### config.mk
export PLATFORM = sky130hd
export DESIGN_NAME = uint_to_float_conv
export DESIGN_NICKNAME = d
export VERILOG_FILES = /design/src/rtl/uint_to_float_conv.sv
export SDC_FILE = /design/constraint.sdc
export NUM_CORES = 1
export LEC_CHECK = 0
export CORE_MARGIN = 8
export CORE_UTILIZATION = 57
export DETAILED_ROUTE_END_ITERATION = 6
export GPL_TIMING_DRIVEN = 1
export HOLD_SLACK_MARGIN = 0.12
export PLACE_DENSITY = 0.82
export SKIP_CTS_REPAIR_TIMING = 1
export SLEW_MARGIN = 20
export SYNTH_ARGS = -nofsm -noshare
export SYNTH_HDL_FRONTEND = slang
export SYNTH_SLANG_ARGS = --single-unit
### constraint.sdc
create_clock -name clk -period 9.6 [get_ports clk]
set_input_delay 0.96 -clock clk [delete_from_list [all_inputs] [get_ports clk]]
set_output_delay 0.96 -clock clk [all_outputs]
set_load 0.02 [all_outputs]
### src/rtl/uint_to_float_conv.sv
//------------------------------------------------------------------------------
// uint_to_float_conv : serial 32-bit unsigned integer to binary32 converter (RNE)
// Revision: 1.0
//------------------------------------------------------------------------------
`default_nettype none

module uint_to_float_conv (
  input  logic        clk,
  input  logic        rst,
  input  logic [31:0] input_a,
  input  logic        input_a_stb,
  output logic        busy,
  output logic [31:0] output_z,
  output logic        output_z_stb,
  output logic        output_nx
);

  typedef enum logic [1:0] {
    S_IDLE  = 2'd0,
    S_NORM  = 2'd1,
    S_ROUND = 2'd2,
    S_PACK  = 2'd3
  } state_t;

  localparam logic [7:0] c_EXP_INIT = 8'd158;

  state_t      state_q, state_d;
  logic [31:0] value_q, value_d;
  logic [7:0]  exp_q, exp_d;
  logic [22:0] mant_q, mant_d;
  logic        nx_q, nx_d;
  logic        zero_q, zero_d;
  logic        busy_q, busy_d;
  logic [31:0] z_q, z_d;
  logic        stb_q, stb_d;
  logic        onx_q, onx_d;

  logic        w_guard, w_round, w_sticky, w_round_up;
  logic [23:0] w_mant_inc;

  // Once normalised, value_q[31] is the hidden one; the next 23 bits are the
  // mantissa and everything below feeds guard/round/sticky.
  assign w_guard    = value_q[7];
  assign w_round    = value_q[6];
  assign w_sticky   = |value_q[5:0];
  assign w_round_up = w_guard & (w_round | w_sticky | value_q[8]);
  assign w_mant_inc = {1'b0, value_q[30:8]} + 24'd1;

  always_ff @(posedge clk or posedge rst) begin
    if (rst) begin
      state_q <= S_IDLE;
      value_q <= '0;
      exp_q   <= '0;
      mant_q  <= '0;
      nx_q    <= 1'b0;
      zero_q  <= 1'b0;
      busy_q  <= 1'b0;
      z_q     <= '0;
      stb_q   <= 1'b0;
      onx_q   <= 1'b0;
    end else begin
      state_q <= state_d;
      value_q <= value_d;
      exp_q   <= exp_d;
      mant_q  <= mant_d;
      nx_q    <= nx_d;
      zero_q  <= zero_d;
      busy_q  <= busy_d;
      z_q     <= z_d;
      stb_q   <= stb_d;
      onx_q   <= onx_d;
    end
  end

  always_comb begin
    state_d = state_q;
    value_d = value_q;
    exp_d   = exp_q;
    mant_d  = mant_q;
    nx_d    = nx_q;
    zero_d  = zero_q;
    busy_d  = busy_q;
    z_d     = z_q;
    stb_d   = 1'b0;
    onx_d   = onx_q;

    case (state_q)
      S_IDLE: begin
        if (input_a_stb) begin
          value_d = input_a;
          exp_d   = c_EXP_INIT;
          nx_d    = 1'b0;
          zero_d  = 1'b0;
          busy_d  = 1'b1;
          state_d = S_NORM;
        end
      end
      S_NORM: begin
        if (value_q == 32'd0) begin
          zero_d  = 1'b1;
          state_d = S_PACK;
        end else if (!value_q[31]) begin
          value_d = {value_q[30:0], 1'b0};
          exp_d   = exp_q - 8'd1;
        end else begin
          state_d = S_ROUND;
        end
      end
      S_ROUND: begin
        // A carry out of the incremented mantissa leaves it all-zero and
        // bumps the exponent by one.
        mant_d  = w_round_up ? w_mant_inc[22:0] : value_q[30:8];
        exp_d   = exp_q + {7'd0, w_round_up & w_mant_inc[23]};
        nx_d    = w_guard | w_round | w_sticky;
        state_d = S_PACK;
      end
      S_PACK: begin
        z_d     = zero_q ? 32'd0 : {1'b0, exp_q, mant_q};
        onx_d   = zero_q ? 1'b0 : nx_q;
        stb_d   = 1'b1;
        busy_d  = 1'b0;
        state_d = S_IDLE;
      end
      default: state_d = S_IDLE;
    endcase
  end

  assign busy         = busy_q;
  assign output_z     = z_q;
  assign output_z_stb = stb_q;
  assign output_nx    = onx_q;

endmodule

`default_nettype wire
==> results.sh <==
export IMPL_fin_setup_tns_ps=0
export IMPL_synthCells=550
export IMPL_routed_wl_um=11700
export IMPL_slew_headroom_pct=38.4
export IMPL_synthesis_nets=599
export IMPL_switching_share_pct=44.3
export IMPL_viasPerCell=5.68
export IMPL_synth_flop_cell="dfrtp_1"
export IMPL_setup_viol=0
export IMPL_worstReg2RegEnd="exp_q[7]$_DFFE_PP0P_"
export IMPL_path_class="flop to flop"
export IMPL_tightest_slew_ps=924
export IMPL_drtAntennaViolNets=0
export IMPL_period_share_pct=31.5
export IMPL_dp_cells=702
export IMPL_die_w_um=112
export IMPL_reg2reg_from="state_q[0]$_DFFE_PP0P_"
export IMPL_ys_seq_area_share_pct=47.9
export IMPL_outcome="finished clean"
export IMPL_clk_pin_slew_ps=110
export IMPL_cts_buffers=9
export IMPL_holdWs_ps=501
export IMPL_combPwrFrac_pct=51.7
export IMPL_ys_ff_latch=101
export IMPL_core_area_um2=9110
export IMPL_ir_worst_vdd_mv=0.179
export IMPL_dieArea_um2=12600
export IMPL_hold_path_end="output_z[1]$_DFFE_PP0P_"
export IMPL_hold_viol_final=0
export IMPL_drc=0
export IMPL_synth_edf_count=0
export IMPL_grt_remaining_overflow=0
export IMPL_ys_warn_count=0
export IMPL_fin_nets=651
export IMPL_avgRoutedWirePerCell_um=16.2
export IMPL_stdcell_area_um2=6200
export IMPL_ff2ff_setup_slack_ps=6580
export IMPL_grt_pass1_wl_um=19900
export IMPL_synth_top_area_share_pct=47.9
export IMPL_path_delay_family="buffers and inverters"
export IMPL_critPathMaxFanout=52
export IMPL_drive_gt1_share_pct=5.77
export IMPL_netlist_area_um2=5280
export IMPL_hpwl_um=8350
export IMPL_clock_power_share_pct=11.6
export IMPL_hold_start="mant_q[1]$_DFFE_PP0P_"
export IMPL_finalMaxSlewViolations=0
export IMPL_async_flop_share_pct=100
export IMPL_multiInputGateArea_um2=2420
export IMPL_cts_path_max_buffers=2
export IMPL_avgSynthCellArea_um2=9.60
export IMPL_p_int_mw=1.25
export IMPL_finalClockSkew_ps=12.7
export IMPL_worstPathBufferInverterCount=3
export IMPL_netSwitchingPower_mw=0.999
export IMPL_n_fill_cell=729
export IMPL_final_cells=718
export IMPL_place_congestion=0.820
export IMPL_initial_core_util_pct=57.9
export IMPL_finish_utilization_pct=68.0
export IMPL_grt_pass1_vias=4136
export IMPL_p_leak_nw=2.62
export IMPL_rsz0062_at_grt="no"
export IMPL_antenna_found_initial=0
export IMPL_clock_latency_ps=380
export IMPL_path_cells="inv_1 > ha_1 > buf_4 > inv_1 > ha_1 > a21oi_1 > o2111ai_1 > and3_1 > or2_2 > a311oi_1"
export IMPL_fmax_mhz=331
export IMPL_cts_tree="yes"
export IMPL_yosysTopAreaCell="dfrtp_1"
export IMPL_seqCellArea_um2=2530
export IMPL_grt_use_total_pct=19.0
export IMPL_root_buffer="clkbuf_8"
export IMPL_fin_ws_ps=6580
export IMPL_yosys_top_cells_area="dfrtp_1, mux2_1, nand2_1"
export IMPL_pin_count=70
export IMPL_hold_depth=2
export IMPL_period_minus_slack_ps=3020
export IMPL_worst_setup_path_end_kind="flop"
export IMPL_h_tree_depth=3
export IMPL_critPathArrivalTime_ps=3300
export IMPL_drtIter0Drc=236
export IMPL_rows=35
export IMPL_pwr_share_seq_pct=36.6
export IMPL_place_area_um2=6000
export IMPL_worst_path_largest_cell_delay_ps=430
export IMPL_worst_r2r_cell_count=10
export IMPL_hold_class="flop to flop"
export IMPL_slowest_stage="dfrtp_1"
export IMPL_die_y_um=112
export IMPL_cp_required_ps=9870
export IMPL_cts_sinks=101
export IMPL_portBuffers=68
export IMPL_synthDistinctLibCells=58
export IMPL_routed_via_count=4076
export IMPL_area_growth_pct=17.4
export IMPL_drv_cap=0
export IMPL_preCtsSetupSlack_ps=6630
export IMPL_num_antenna_cells=0
export IMPL_dr_pass1_iters=5
export IMPL_p_per_area_nw_per_um2=364
export IMPL_fin_total_pwr_mw=2.25
export IMPL_grt_max_degree=74
export IMPL_setup_worst_path_start_class="flop"
==> sequential cells by signal, indices dropped and copies added, names as in the netlist <==
name	count
busy	1
exp_q	8
mant_q	23
nx_q	1
output_nx	1
output_z	31
output_z_stb	1
state_q	2
value_q	32
zero_q	1
==> routing by layer <==
metal  global-route usage (%)  vias up  wire length [um]
met3                     3.76       21               672
met2                     29.9      109              5410
met4                     7.73        0               238
met1                     25.2     1963              5340
met5                        0        -                 0
li1                         -     1983                 -
==> worst max path at each step <==
stage                                start                    to  slack [ps]  depth (start not counted)
floorplan                              rst      busy$_DFFE_PP0P_        5990                          1
global placement    state_q[0]$_DFFE_PP0P_  exp_q[6]$_DFFE_PP0P_        6760                         11
detailed placement  state_q[0]$_DFFE_PP0P_  exp_q[7]$_DFFE_PP0P_        6630                         10
CTS                 state_q[0]$_DFFE_PP0P_  exp_q[7]$_DFFE_PP0P_        6590                         10
global route        state_q[0]$_DFFE_PP0P_  exp_q[7]$_DFFE_PP0P_        6340                         10
finish              state_q[0]$_DFFE_PP0P_  exp_q[7]$_DFFE_PP0P_        6580                         10
==> power by group through the flow <==
stage	Sequential [mW]	Combinational [mW]	Clock, mW
4_1_cts	0.822	1.17	0.268
3_3_place_gp	0.818	1.13	0
5_1_grt	0.856	1.30	0.281
6_report	0.826	1.17	0.262
2_1_floorplan	0.862	0.772	0
3_5_place_dp	0.830	1.16	0
==> area by class of cell <==
cell class	instances	area share, %
clock buffer	9	2.00
clock inverter	7	1.07
inverter	52	3.19
multi-input combinational	365	39.1
sequential	101	40.8
tap	111	2.24
timing repair buffer	73	11.6
==> synth_stat cells, types with 3 or more instances <==
cell type / number
nor3_1: 10
nand2_1: 56
o21ai_0: 4
nor2_1: 32
clkbuf_1: 25
inv_1: 50
and3_1: 4
mux2_1: 25
dfrtp_1: 101
ha_1: 13
a31oi_1: 9
xnor2_1: 21
xor2_1: 4
a21oi_1: 27
mux2i_1: 11
buf_4: 4
nor2b_1: 27
nand3_1: 11
nor4_1: 11
a31o_1: 16
o22ai_1: 3
o31ai_1: 6
o21ai_1: 34
==> cell families (layout without fill, tap and decap cells) <==
| logic type | count (synthesis) | in the layout | share of synthesized area, % |
|---|---|---|---|
| buf+inv | 84 | 141 | 6.31 |
| xor+xnor | 25 | 25 | 4.15 |
| mux | 37 | 37 | 7.71 |
| simple gates | 170 | 170 | 16.1 |
| compound gates | 118 | 118 | 14.3 |
| other cells | 1 | 1 | 0.0711 |
| fa+ha+maj | 14 | 14 | 3.46 |
| flops | 101 | 101 | 47.9 |
==> layout by cell type, fill, tap and decap left out, types with 3 or more instances in the layout <==
| cell type | instances |
|---|---|
| a21oi_1 | 27 |
| a31o_1 | 16 |
| a31oi_1 | 9 |
| and3_1 | 4 |
| buf_4 | 5 |
| clkbuf_8 | 9 |
| clkdlybuf4s50_1 | 68 |
| dfrtp_1 | 101 |
| ha_1 | 13 |
| inv_1 | 49 |
| inv_8 | 3 |
| mux2_1 | 25 |
| mux2i_1 | 11 |
| nand2_1 | 56 |
| nand3_1 | 11 |
| nor2_1 | 32 |
| nor2b_1 | 26 |
| nor3_1 | 10 |
| nor4_1 | 11 |
| o21ai_0 | 4 |
| o21ai_1 | 34 |
| o22ai_1 | 3 |
| o31ai_1 | 6 |
| xnor2_1 | 21 |
| xor2_1 | 4 |
==> worst register-to-register path, cell delays in order, from the launching register on <==
cell	delay, ps
dfrtp_1	430
inv_1	150
ha_1	170
buf_4	410
inv_1	280
ha_1	330
a21oi_1	230
o2111ai_1	170
and3_1	210
or2_2	290
a311oi_1	270
Note: power is estimated with default switching activity, not from simulation.
